[config.mk]
export PLATFORM = sky130hd
export DESIGN_NAME = generic_fifo_sc_thr
export DESIGN_NICKNAME = d
export VERILOG_FILES = /design/src/rtl/generic_fifo_sc_thr.sv
export SDC_FILE = /design/constraint.sdc
export NUM_CORES = 1
export LEC_CHECK = 0
export CORE_ASPECT_RATIO = 0.6
export CORE_MARGIN = 8
export CORE_UTILIZATION = 56
export CTS_CLUSTER_DIAMETER = 60
export DETAILED_ROUTE_END_ITERATION = 10
export PLACE_DENSITY_LB_ADDON = 0.2
export SLEW_MARGIN = 20
export SYNTH_ARGS = -nofsm -noshare
export SYNTH_HDL_FRONTEND = slang
export SYNTH_SLANG_ARGS = --single-unit
[constraint.sdc]
create_clock -name clock -period 3.49 [get_ports clock]
set_clock_uncertainty 0.15 [all_clocks]
set_input_delay 0.8725 -clock clock [delete_from_list [all_inputs] [get_ports clock]]
set_output_delay 0.8725 -clock clock [all_outputs]
set_load 0.005 [all_outputs]
[src/rtl/generic_fifo_sc_thr.sv]
// generic_fifo_sc_thr
// -------------------
// Single-clock FIFO with programmable almost-full / almost-empty thresholds,
// a registered fill level, sticky overflow / underflow flags, a synchronous
// flush (clear) and a selectable standard or first-word-fall-through read.
//
// Parameters:
//   DATA_WIDTH  width of each stored word
//   ADDR_WIDTH  log2 of the depth (depth = 2**ADDR_WIDTH)
//   FWFT        0: pop_data registered on an accepted pop, pop_valid pulses
//               1: head word shown combinationally, pop_valid = !empty
//   AFULL_THR   almost_full  when fill_level >= AFULL_THR
//   AEMPTY_THR  almost_empty when fill_level <= AEMPTY_THR
//
// Ports:
//   clock        rising-edge clock
//   reset_n      asynchronous active-low reset
//   clear        synchronous flush, wins over push/pop
//   push         write request, push_data is the word written
//   pop          read request, pop_data / pop_valid carry the word read
//   full, empty, almost_full, almost_empty   compares on fill_level
//   fill_level   occupancy 0 .. 2**ADDR_WIDTH
//   overflow     sticky: push attempted while full (and not popping)
//   underflow    sticky: pop attempted while empty
//
// Optional build macro FIFO_STATS_EN adds:
//   peak_level   high-water mark of fill_level
//   drop_count   saturating count of rejected pushes
module generic_fifo_sc_thr #(
  parameter int DATA_WIDTH = 8,
  parameter int ADDR_WIDTH = 4,
  parameter int FWFT       = 0,
  parameter int AFULL_THR  = 12,
  parameter int AEMPTY_THR = 2
) (
  input  logic                  clock,
  input  logic                  reset_n,
  input  logic                  clear,
  input  logic                  push,
  input  logic [DATA_WIDTH-1:0] push_data,
  input  logic                  pop,
  output logic [DATA_WIDTH-1:0] pop_data,
  output logic                  pop_valid,
  output logic                  full,
  output logic                  empty,
  output logic                  almost_full,
  output logic                  almost_empty,
  output logic [ADDR_WIDTH:0]   fill_level,
  output logic                  overflow,
  output logic                  underflow
`ifdef FIFO_STATS_EN
  ,
  output logic [ADDR_WIDTH:0]   peak_level,
  output logic [15:0]           drop_count
`endif
);

  localparam int                DEPTH      = 1 << ADDR_WIDTH;
  localparam logic [ADDR_WIDTH:0] DEPTH_L  = DEPTH[ADDR_WIDTH:0];
  localparam logic [ADDR_WIDTH:0] AFULL_L  = AFULL_THR[ADDR_WIDTH:0];
  localparam logic [ADDR_WIDTH:0] AEMPTY_L = AEMPTY_THR[ADDR_WIDTH:0];
  localparam logic [ADDR_WIDTH:0] PTR_ZERO = {(ADDR_WIDTH+1){1'b0}};
  localparam logic [ADDR_WIDTH:0] PTR_ONE  = {{ADDR_WIDTH{1'b0}}, 1'b1};

  // Reject illegal threshold configurations at elaboration.
  generate
    if (!((AEMPTY_THR >= 0) && (AEMPTY_THR < AFULL_THR) && (AFULL_THR <= DEPTH))) begin : g_bad_cfg
      $error("generic_fifo_sc_thr: need 0 <= AEMPTY_THR < AFULL_THR <= 2**ADDR_WIDTH");
    end
  endgenerate

  logic [DATA_WIDTH-1:0] mem_q [DEPTH];

  logic [ADDR_WIDTH:0] wr_ptr_q, wr_ptr_d;
  logic [ADDR_WIDTH:0] rd_ptr_q, rd_ptr_d;
  logic [ADDR_WIDTH:0] fill_q,   fill_d;
  logic                overflow_q,  overflow_d;
  logic                underflow_q, underflow_d;

  logic full_s, empty_s;
  logic push_acc_s, pop_acc_s;
  logic [ADDR_WIDTH-1:0] wr_addr_s, rd_addr_s;

  // Status flags decode the registered fill count only, so they never glitch.
  assign full_s       = (fill_q == DEPTH_L);
  assign empty_s      = (fill_q == PTR_ZERO);
  assign full         = full_s;
  assign empty        = empty_s;
  assign almost_full  = (fill_q >= AFULL_L);
  assign almost_empty = (fill_q <= AEMPTY_L);
  assign fill_level   = fill_q;
  assign overflow     = overflow_q;
  assign underflow    = underflow_q;

  assign wr_addr_s = wr_ptr_q[ADDR_WIDTH-1:0];
  assign rd_addr_s = rd_ptr_q[ADDR_WIDTH-1:0];

  // Accept decisions and next-state for pointers, fill count and sticky flags.
  always_comb begin
    // Pop never bypasses: an empty FIFO rejects it even with a push alongside.
    pop_acc_s   = pop && !empty_s;
    // A full FIFO still takes a push when the same cycle frees a slot.
    push_acc_s  = push && (!full_s || pop_acc_s);
    wr_ptr_d    = wr_ptr_q;
    rd_ptr_d    = rd_ptr_q;
    fill_d      = fill_q;
    overflow_d  = overflow_q;
    underflow_d = underflow_q;
    if (clear) begin
      wr_ptr_d    = PTR_ZERO;
      rd_ptr_d    = PTR_ZERO;
      fill_d      = PTR_ZERO;
      overflow_d  = 1'b0;
      underflow_d = 1'b0;
    end else begin
      if (push_acc_s) begin
        wr_ptr_d = wr_ptr_q + PTR_ONE;
      end else begin
        wr_ptr_d = wr_ptr_q;
      end
      if (pop_acc_s) begin
        rd_ptr_d = rd_ptr_q + PTR_ONE;
      end else begin
        rd_ptr_d = rd_ptr_q;
      end
      case ({push_acc_s, pop_acc_s})
        2'b10:   fill_d = fill_q + PTR_ONE;
        2'b01:   fill_d = fill_q - PTR_ONE;
        default: fill_d = fill_q;
      endcase
      overflow_d  = overflow_q  | (push && !push_acc_s);
      underflow_d = underflow_q | (pop && empty_s);
    end
  end

  // Control state registers.
  always_ff @(posedge clock or negedge reset_n) begin
    if (!reset_n) begin
      wr_ptr_q    <= PTR_ZERO;
      rd_ptr_q    <= PTR_ZERO;
      fill_q      <= PTR_ZERO;
      overflow_q  <= 1'b0;
      underflow_q <= 1'b0;
    end else begin
      wr_ptr_q    <= wr_ptr_d;
      rd_ptr_q    <= rd_ptr_d;
      fill_q      <= fill_d;
      overflow_q  <= overflow_d;
      underflow_q <= underflow_d;
    end
  end

  // Storage write; the array itself is deliberately left unreset.
  always_ff @(posedge clock) begin
    if (push_acc_s && !clear) begin
      mem_q[wr_addr_s] <= push_data;
    end
  end

  generate
    if (FWFT != 0) begin : g_fwft
      // Head word shown directly; forced to zero while empty so reset reads 0.
      assign pop_valid = !empty_s;
      assign pop_data  = empty_s ? {DATA_WIDTH{1'b0}} : mem_q[rd_addr_s];
    end else begin : g_std
      logic [DATA_WIDTH-1:0] pop_data_q;
      logic                  pop_valid_q;

      // Registered read: word captured on the pop edge, valid pulses one cycle.
      always_ff @(posedge clock or negedge reset_n) begin
        if (!reset_n) begin
          pop_data_q  <= {DATA_WIDTH{1'b0}};
          pop_valid_q <= 1'b0;
        end else if (clear) begin
          pop_valid_q <= 1'b0;
        end else begin
          pop_valid_q <= pop_acc_s;
          if (pop_acc_s) begin
            pop_data_q <= mem_q[rd_addr_s];
          end
        end
      end

      assign pop_data  = pop_data_q;
      assign pop_valid = pop_valid_q;
    end
  endgenerate

`ifdef FIFO_STATS_EN
  logic [ADDR_WIDTH:0] peak_q;
  logic [15:0]         drop_q;

  // High-water mark follows the fill count it will hold next cycle;
  // the drop counter saturates instead of wrapping.
  always_ff @(posedge clock or negedge reset_n) begin
    if (!reset_n) begin
      peak_q <= PTR_ZERO;
      drop_q <= 16'h0000;
    end else if (clear) begin
      peak_q <= PTR_ZERO;
      drop_q <= 16'h0000;
    end else begin
      if (fill_d > peak_q) begin
        peak_q <= fill_d;
      end
      if (push && !push_acc_s && (drop_q != 16'hFFFF)) begin
        drop_q <= drop_q + 16'h0001;
      end
    end
  end

  assign peak_level = peak_q;
  assign drop_count = drop_q;
`else
  // Statistics outputs are not built in this configuration.
`endif

endmodule
== Word-level counts from Yosys, hierarchy flattened ==
Memories as Yosys holds them, arrays and structs flattened. A register that Yosys moved wholly into a read port is not among the register bits.
Index checks and enable logic that the tools add are counted.
Storage, ports and cells
  output and inout bits: 20
  memories: 1
  RAM bits: 128
  flip-flop bits (word level): 18
  input port bits: 13
Memory list
  mem_q: depth 16, width 8, read ports 1, clocked after Yosys merged registers in 1, write ports 1, RTL line 72  | logic [DATA_WIDTH-1:0] mem_q [DEPTH];
Operators by class
  add/sub/neg operators: 4
  magnitude comparators: 2
  bitwise logic cells: 3
  equality and inequality tests: 3
  reductions and logical operators: 16
  mux-type cells: 11
Operator list (number)
  two-way mux 5 bit: 5
  adder 5 x 1 -> 5 bit (second input constant): 3
  one-hot mux 5 bit (2 select lines): 1
  == test 5 bit (second input constant): 1
  greater-or-equal comparator 5 x 4 -> 1 bit (second input constant): 1
  <= comparator 5 x 2 -> 1 bit (second input constant): 1
  logical AND 1 bit: 5
  zero test 1 bit: 5
  zero test 5 bit: 1
  two-way mux 1 bit: 5
  subtractor 5 x 1 -> 5 bit (second input constant): 1
  nonzero test 2 bit: 2
  nonzero test 3 bit: 1
  == test 2 x 1 -> 1 bit (second input constant): 1
  == test 2 bit (second input constant): 1
  OR 1 bit: 2
  AND reduction 2 bit: 1
  logical OR 1 bit: 1
  inverter 1 bit: 1

== Depth between registers and ports, before layout ==
Gate-level depths: netlist of run 1.
  word-level depth: 9
  depth in mapped cells: 10
  depth with buffers taken out: 9

== Least setup slack after synthesis of run 1 ==
Ideal clock, no wire load.
  path kind: input-to-reg
  from: input pop
  to: register fill_q[4], in the netlist fill_level[4]
  stages on the path: 10
  path slack: 0.300 ns
  data arrival time: 2.916 ns
  data required time: 3.216 ns
  path buffers: 1
  cells stage by stage: clkbuf_1 nand2b_1 a21oi_1 inv_1 fa_1 nand2b_1 a21oi_1 mux2_2 a32oi_1 a21oi_1
On the way
  cells in the longest elaborated chain, start to end: 6
Ends and longest elaborated chain
  start, declared: RTL line 41  | input logic pop,
  logical AND 1 bit *: RTL line 101  | pop_acc_s = pop && !empty_s;
  logical OR 1 bit: RTL line 103  | push_acc_s = push && (!full_s || pop_acc_s);
  logical AND 1 bit: RTL line 103
  == test 2 x 1 -> 1 bit or == test 2 bit (tied branches): RTL line 126  | case ({push_acc_s, pop_acc_s})
  one-hot mux 5 bit (2 select lines): RTL line 126
  two-way mux 5 bit: RTL line 109  | if (clear) begin
  end signal, assigned: RTL line 147  | fill_q <= fill_d;
  end, declared: RTL line 76  | logic [ADDR_WIDTH:0] fill_q, fill_d;
Mark *: on every way between the ends. The rest lies on a longest branch, timed or not.
A chain may end at the register's enable or synchronous reset.

== Final worst setup path of run 1 ==
  from: register fill_q[4], in the netlist fill_level[4]
  to: output empty
On the way
  cells in the longest elaborated chain, start to end: 1
Ends and longest elaborated chain
  zero test 5 bit: RTL line 86  | assign empty_s = (fill_q == PTR_ZERO);
  end, declared: RTL line 45  | output logic empty,
Every way passes these cells.

==> results of run 1 <==
[Yosys cell counts, types with 3 or more instances]
library cell    n
dfrtp_1        24
o21ai_0         3
and2_1         13
ha_1            8
xnor2_1         4
o221ai_1        8
buf_2          11
nor3_1          3
nand2b_1        4
mux2i_1        17
nand2_1        17
a21oi_1        11
nor2_1         13
and3_1          4
xor2_1          3
edfxtp_1      128
inv_1           7
or3_1           5
o31ai_1         4
a21o_1          3
mux4_2         32
clkbuf_1        5
[how the worst max path moves through the flow]
stage	start	to	slack, ps	cells after the start
global route	fill_level[4]$_DFFE_PN0P_	empty	260	3
detailed placement	push	fill_level[4]$_DFFE_PN0P_	80	10
floorplan	pop	fill_level[4]$_DFFE_PN0P_	300	10
finish	fill_level[4]$_DFFE_PN0P_	empty	360	3
CTS	fill_level[4]$_DFFE_PN0P_	empty	340	3
global placement	push	fill_level[4]$_DFFE_PN0P_	160	10
[cell families (layout without fill, tap and decap cells)]
logic type / Yosys count / after routing / synth area share
flip-flops: 152 / 152 / 0.711
AND/OR/NAND/NOR: 67 / 67 / 0.0561
multiplexers: 50 / 50 / 0.144
AO/OA/AOI/OAI: 34 / 34 / 0.0395
buffers and inverters: 26 / 91 / 0.0196
adder cells (fa/ha/maj): 9 / 9 / 0.0192
XOR/XNOR: 7 / 7 / 0.00981
[power by group]
| group | total, µW | switching (µW) | internal, µW | leakage (µW) |
|---|---|---|---|---|
| registers | 2210 | 137 | 2070 | 0.00147 |
| logic | 852 | 409 | 443 | 0.000760 |
| clock network | 1850 | 729 | 1130 | 0.000279 |
[worst register-to-register path: stages (launching register included)]
cell,delay [ps]
dfrtp_1,480
nor3_1,340
a21oi_1,140
buf_4,170
ha_1,320
nand2b_1,60
a21oi_1,270
mux2_2,380
a32oi_1,150
a21oi_1,80
[metrics by stage]
step                      worst slack [ps]  hold WS (ps)   util
after floorplan                        300           330      -
after CTS                              341           352  0.671
after global routing                   264           379  0.671
after global placement                 156           317  0.617
after detailed placement              80.8           336  0.617
final                                  363           350  0.671
[final cells by class]
class	count	area, µm²	share of cell area
clock buffer	17	425	0.0573
clock inverter	15	175	0.0236
inverter	7	26.3	0.00354
multi-input combinational	167	1680	0.226
sequential	152	4450	0.598
tap	144	180	0.0243
timing repair buffer	52	495	0.0667
[per-layer routing]
metal	global-route usage	part of all wire	vias to the layer above
met5	0	0	-
met4	0.0764	0.013	0
met3	0.0467	0.071	16
met2	0.263	0.45	101
met1	0.278	0.47	1728
li1	-	-	1469
[sequential cells by signal, indices dropped and copies added (netlist names)]
name / flops
fill_level: 5
mem_q: 128
overflow: 1
pop_data: 8
pop_valid: 1
rd_ptr_q: 4
underflow: 1
wr_ptr_q: 4
==> qor.yml, run 1 <==
synthesis:
  synth_area_leader_cell: "edfxtp_1"
  ys_dominant_reg_cell: "edfxtp_1"
  syn_nets: 367
  seq_area_frac_synth: 0.711
  yosys-top-cells-area: "edfxtp_1, mux4_2, dfrtp_1"
  synth-edff-count: 128
  synth_top_cell_area_share: 0.615
  syn_inst: 345
  ys_warn_count: 0
  ys_ff_latch: 152
  ys_async_sr_fraction: 0.158
  synth_cell_types: 38
  avgSynthCellArea_um2: 18.1
  syn-cell-area_um2: 6250
worst_hold_path:
  hp-class: "reg2reg"
  holdPathEnd: "pop_data[3]$_DFFE_PN0P_"
  hold_depth: 2
  min_from: "pop_data[3]$_DFFE_PN0P_"
route:
  wl_per_cell_um: 23.8
  vias: 3314
  drt_first_iter_violations: 261
  antenna_left: 0
  wl_mm: 13.2
  dr.pass1.iters: 4
  drc: 0
  vias_per_cell: 5.98
clock_network:
  cts_hold_buf: 0
  clockBufferDepth: 2
  postCtsResizedCells: 0
  clock_sinks: 152
  cts_buffers: 17
  clk_latency_ps: 420
  cts_tree: "done"
  cts_setup_buffers: 0
  h-tree-depth: 4
  clk_pin_slew_ps: 60
  cts_root_buf: "clkbuf_16"
setup_path:
  r2r_slack_ps: 830
  worst-path-buf-inv: 1
  cp-end-kind: "primary output"
  crit_chain: "or3_1 > nor3_1 > clkdlybuf4s50_1"
  cp_top_family: "simple AND/OR/NAND/NOR gates"
  worstPathMaxFanout: 10
  crit_arrival_ps: 2100
  critPathMaxStageDelay_ps: 550
  path_class: "reg2out"
  critPathRequiredTime_ps: 2470
  rr_endpoint: "fill_level[4]$_DFFE_PN0P_"
  slowest_stage: "clkdlybuf4s50_1"
  reg2reg_depth: 9
  r2r_start: "fill_level[4]$_DFFE_PN0P_"
  startpoint_type: "register"
grt:
  grt_max_degree: 25
  grt_pass1_wl_mm: 20.3
  grt_pass1_vias: 3300
  grt-ovfl-total: 0
  antenna_found_initial: 0
  grt_use_total: 0.189
timing:
  hold_viol_final: 0
  tightestPinTransition_ps: 1110
  slew_headroom: 0.261
  max_freq_mhz: 320
  setup_violations: 0
  period_needed_ps: 3130
  min_period_over_period: 0.896
  drv_slew: 0
  rsz0062_at_grt: "no"
  tns_ps: 0
floorplanning:
  io-pin-count: 33
  initial_core_util: 0.564
  die_area_um2: 14900
  fp.dieW_um: 152
  core_area_um2: 11100
  placementRows: 30
  die_y_um: 97.8
placed_design:
  place_congestion: 0.793
  dp_hpwl_mm: 8.58
  dp_cells: 522
  port_buffers: 32
  placed_area_um2: 6830
pwr:
  totalPowerFinal_uw: 4920
  power_density_nw_per_um2: 662
  cellLeakagePower_uw: 0.00251
  ir_worst_vdd_uv: 442
finish:
  final_nets: 419
  layout.cells.non_filler: 554
  antenna_cells: 0
  mostFrequentLayoutCells: "edfxtp_1, mux4_2, clkdlybuf4s50_1"
  syn_to_final_growth_pct: 18.9
  final_common_cell: "edfxtp_1"
  drive_gt1_frac: 0.215
  fill_cells: 713
  final_area_um2: 7430
job:
  maxCapViolations: 0
outcome:
  status: "finished clean"
Note: power is estimated with default switching activity, not from simulation.
==> inputs of run 2 (changes only) <==
--- a/config.mk
+++ b/config.mk
@@ -10,7 +10,9 @@
 export CORE_UTILIZATION = 56
 export CTS_CLUSTER_DIAMETER = 60
 export DETAILED_ROUTE_END_ITERATION = 10
-export PLACE_DENSITY_LB_ADDON = 0.2
+export HOLD_SLACK_MARGIN = 0.06
+export PLACE_DENSITY = 0.76
+export SETUP_SLACK_MARGIN = 0.1
 export SLEW_MARGIN = 20
 export SYNTH_ARGS = -nofsm -noshare
 export SYNTH_HDL_FRONTEND = slang
==> qor.yml, run 2 (synthesized netlist as in run 1, its figures left out) <==
timing:
  setup_violations: 0
  period_needed_ps: 3220
  min_period_over_period: 0.923
  drv_slew: 0
  max_freq_mhz: 310
  rsz0062_at_grt: "no"
  tns_ps: 0
  tightestPinTransition_ps: 1060
  hold_viol_final: 0
  slew_headroom: 0.293
clock_network:
  clk_pin_slew_ps: 60
  cts_hold_buf: 0
  cts_root_buf: "clkbuf_16"
  h-tree-depth: 4
  cts_tree: "done"
  postCtsResizedCells: 0
  cts_buffers: 17
  clock_sinks: 152
  clk_latency_ps: 420
  cts_setup_buffers: 0
  clockBufferDepth: 2
floorplanning:
  placementRows: 30
  die_area_um2: 14900
  core_area_um2: 11100
  fp.dieW_um: 152
  initial_core_util: 0.564
  die_y_um: 97.8
  io-pin-count: 33
grt:
  grt-ovfl-total: 0
  grt_pass1_vias: 3437
  grt_use_total: 0.190
  antenna_found_initial: 0
  grt_max_degree: 35
  grt_pass1_wl_mm: 20.7
setup_path:
  crit_arrival_ps: 2200
  startpoint_type: "register"
  worstPathMaxFanout: 8
  path_class: "reg2out"
  slowest_stage: "clkdlybuf4s50_1"
  r2r_start: "fill_level[3]$_DFFE_PN0P_"
  worst-path-buf-inv: 1
  rr_endpoint: "fill_level[4]$_DFFE_PN0P_"
  crit_chain: "or3_1 > nor3_1 > clkdlybuf4s50_1"
  r2r_slack_ps: 820
  startpoint: "fill_level[3]$_DFFE_PN0P_"
  reg2reg_depth: 10
  critPathRequiredTime_ps: 2470
  cp_top_family: "simple AND/OR/NAND/NOR gates"
  crit_cells: 3
  critPathMaxStageDelay_ps: 570
  cp-end-kind: "primary output"
  crit_path_end: "empty"
job:
  maxCapViolations: 0
placed_design:
  place_congestion: 0.812
  port_buffers: 32
  dp_hpwl_mm: 8.60
  dp_cells: 520
pwr:
  cellLeakagePower_uw: 0.00251
  ir_worst_vdd_uv: 348
  totalPowerFinal_uw: 4910
  power_density_nw_per_um2: 660
finish:
  drive_gt1_frac: 0.213
  top_register: "mem_q"
  antenna_cells: 0
  largest_reg_flops: 128
  final_nets: 417
  syn_to_final_growth_pct: 19.0
  final_common_cell: "edfxtp_1"
  mostFrequentLayoutCells: "edfxtp_1, mux4_2, clkdlybuf4s50_1"
  layout.cells.non_filler: 552
route:
  wl_per_cell_um: 24.1
  drt_first_iter_violations: 339
  antenna_left: 0
  drc: 0
  wl_mm: 13.3
  vias_per_cell: 6.01
  vias: 3319
  dr.pass1.iters: 5
worst_hold_path:
  hp-class: "reg2reg"
outcome:
  status: "finished clean"
==> run 2: cell count changes in the layout (fill, tap and decap cells not counted) <==
cell        delta
clkinv_4       +1
clkbuf_1       +1
clkinv_1       -2
buf_4          -4
inv_6          -4
buf_12         +2
clkinvlp_4     -1
clkinv_2       +4
clkbuf_8       +1
==> run 2: worst reg2reg max path: stages (launching register included) <==
cell	delay [ps]
dfrtp_1	480
nor3_1	390
a21oi_1	150
buf_4	180
ha_1	310
nor2_1	120
a21oi_1	60
buf_4	140
or3_1	340
a21o_1	160
a21oi_1	110
==> run 2: power breakdown <==
part / internal, µW / switching, µW
registers: 2070 / 135
logic: 442 / 417
clock network: 1140 / 703
total: 3650 / 1250
==> run 2: layer usage <==
metal | up-vias | track usage | part of all wire
met5 | - | 0 | 0
met4 | 0 | 0.0680 | 0.013
met3 | 19 | 0.0498 | 0.071
met2 | 112 | 0.268 | 0.44
met1 | 1723 | 0.279 | 0.47
li1 | 1465 | - | -
==> run 2: through the flow <==
step / utilization / cell area, µm² / setup slack [ps] / hold slack (ps)
2_1_floorplan: - / 6250 / 300 / 330
3_3_place_gp: 0.618 / 6840 / 250 / 317
3_5_place_dp: 0.618 / 6840 / 206 / 345
4_1_cts: 0.671 / 7430 / 270 / 358
5_1_grt: 0.671 / 7430 / 135 / 378
6_report: 0.671 / 7430 / 268 / 357
==> run 2: cell type report <==
| class | count | area, µm² |
|---|---|---|
| clock buffers | 19 | 443 |
| well taps | 144 | 180 |
| clock inverters | 13 | 154 |
| flip-flops and latches | 152 | 4450 |
| repair buffers | 50 | 505 |
| multi-input cells | 167 | 1680 |
| fillers | 724 | 3640 |
| inverters | 7 | 26.3 |
==> run 2: how the worst min path moves through the flow <==
stage,depth (start not counted),from,to
CTS,2,pop_data[2]$_DFFE_PN0P_,pop_data[2]$_DFFE_PN0P_
detailed placement,2,underflow$_DFF_PN0_,underflow$_DFF_PN0_
global placement,2,pop_data[0]$_DFFE_PN0P_,pop_data[0]$_DFFE_PN0P_
finish,2,pop_data[2]$_DFFE_PN0P_,pop_data[2]$_DFFE_PN0P_
global route,2,pop_data[2]$_DFFE_PN0P_,pop_data[2]$_DFFE_PN0P_
floorplan,2,pop_data[0]$_DFFE_PN0P_,pop_data[0]$_DFFE_PN0P_
==> inputs of run 3 (changes only) <==
--- a/config.mk
+++ b/config.mk
@@ -5,7 +5,8 @@
 export SDC_FILE = /design/constraint.sdc
 export NUM_CORES = 1
 export LEC_CHECK = 0
-export CORE_ASPECT_RATIO = 0.6
+export CAP_MARGIN = 20
+export CORE_ASPECT_RATIO = 1.5
 export CORE_MARGIN = 8
 export CORE_UTILIZATION = 56
 export CTS_CLUSTER_DIAMETER = 60
==> qor.yml, run 3 (synthesized netlist as in run 1, its figures left out) <==
floorplanning:
  die_area_um2: 14900
  die_y_um: 145
  fp.dieW_um: 102
  initial_core_util: 0.571
  placementRows: 47
  io-pin-count: 33
  core_area_um2: 10900
route:
  vias_per_cell: 5.80
  antenna_left: 0
  drc: 0
  dr.pass1.iters: 4
  vias: 3221
  drt_first_iter_violations: 192
  wl_mm: 12.4
  wl_per_cell_um: 22.3
clock_network:
  cts_tree: "done"
  clk_latency_ps: 410
  cts_buffers: 17
  cts_hold_buf: 0
  h-tree-depth: 4
  postCtsResizedCells: 0
  cts_setup_buffers: 0
  clk_pin_slew_ps: 60
  clockBufferDepth: 2
  clock_sinks: 152
  cts_root_buf: "clkbuf_16"
timing:
  rsz0062_at_grt: "no"
  hold_viol_final: 0
  tightestPinTransition_ps: 980
  min_period_over_period: 0.891
  drv_slew: 0
  max_freq_mhz: 322
  period_needed_ps: 3110
  tns_ps: 0
  setup_violations: 0
  slew_headroom: 0.347
pwr:
  ir_worst_vdd_uv: 496
  power_density_nw_per_um2: 668
  cellLeakagePower_uw: 0.00252
finish:
  fill_cells: 736
  top_register: "mem_q"
  final_nets: 417
  largest_reg_flops: 128
  layout.cells.non_filler: 555
  antenna_cells: 0
  mostFrequentLayoutCells: "edfxtp_1, mux4_2, clkdlybuf4s50_1"
  drive_gt1_frac: 0.213
  final_area_um2: 7430
  syn_to_final_growth_pct: 18.9
  final_common_cell: "edfxtp_1"
setup_path:
  critPathRequiredTime_ps: 2470
  critPathMaxStageDelay_ps: 550
  path_class: "reg2out"
  crit_chain: "or3_1 > nor3_1 > clkdlybuf4s50_1"
  worstPathMaxFanout: 10
  startpoint_type: "register"
  worst-path-buf-inv: 1
  cp_top_family: "simple AND/OR/NAND/NOR gates"
  crit_arrival_ps: 2090
  slowest_stage: "clkdlybuf4s50_1"
  cp-end-kind: "primary output"
placed_design:
  port_buffers: 32
  placed_area_um2: 6800
  dp_hpwl_mm: 8.21
  place_congestion: 0.790
  dp_cells: 523
grt:
  grt_pass1_vias: 3482
  antenna_found_initial: 0
  grt_use_total: 0.181
  grt-ovfl-total: 0
  grt_max_degree: 25
  grt_pass1_wl_mm: 19.6
job:
  maxCapViolations: 0
outcome:
  status: "finished clean"
worst_hold_path:
  hp-class: "reg2reg"
[run 3: changes by cell type in the layout (fill, tap and decap cells not counted), sizes merged]
cell / previous run / this run
clkbuf: 19 / 17
clkinvlp: 3 / 0
clkinv: 7 / 9
inv: 7 / 9
bufinv: 3 / 4
[run 3: power breakdown]
part | switching, µW | internal (µW)
sequential | 137 | 2070
clock | 713 | 1200
combinational | 395 | 442
total | 1250 | 3720
[run 3: layout make-up]
class | instances | area (µm²) | area share
clock buffers | 17 | 425 | 0.0572
clock inverters | 15 | 201 | 0.0271
inverters | 7 | 26.3 | 0.00354
multi-input cells | 167 | 1680 | 0.226
flip-flops and latches | 152 | 4450 | 0.598
well taps | 147 | 184 | 0.0248
repair buffers | 50 | 468 | 0.0630
[run 3: worst paths after layout]
path,to,start,cells past startpoint,slack (ps)
max in group asynchronous,rd_ptr_q[2]$_DFFE_PN0P_,reset_n,2,2240
min,pop_data[4]$_DFFE_PN0P_,pop_data[4]$_DFFE_PN0P_,2,350
min reg2reg,pop_data[4]$_DFFE_PN0P_,pop_data[4]$_DFFE_PN0P_,2,350
max,empty,fill_level[4]$_DFFE_PN0P_,3,380
min in group asynchronous,fill_level[3]$_DFFE_PN0P_,reset_n,2,680
max reg2reg,fill_level[4]$_DFFE_PN0P_,fill_level[4]$_DFFE_PN0P_,10,910
[run 3: metrics by stage]
step	power [µW]	setup WS (ps)	hold WS [ps]	util
5_1_grt	5150	265	382	0.679
2_1_floorplan	2690	300	330	-
4_1_cts	4990	367	355	0.679
6_report	4960	381	345	0.679
3_5_place_dp	3090	175	336	0.622
3_3_place_gp	3050	227	329	0.622
[run 3: tightest hold or removal path: cells and delay by family, from the launching register on]
family             cells  cell delay [ps]
and+or+nand+nor        1               50
DFF                    1              350
AOI/OAI and AO/OA      1               60
[run 3: layer usage]
metal  part of all wire  vias up  global-route usage  wire length (µm)
met5                  0        -                   0                 0
met4              0.028        0              0.0797               345
met3              0.052       22              0.0455               646
met2               0.52       90               0.300              6500
met1               0.40     1644               0.214              4910
li1                   -     1465                   -                 -
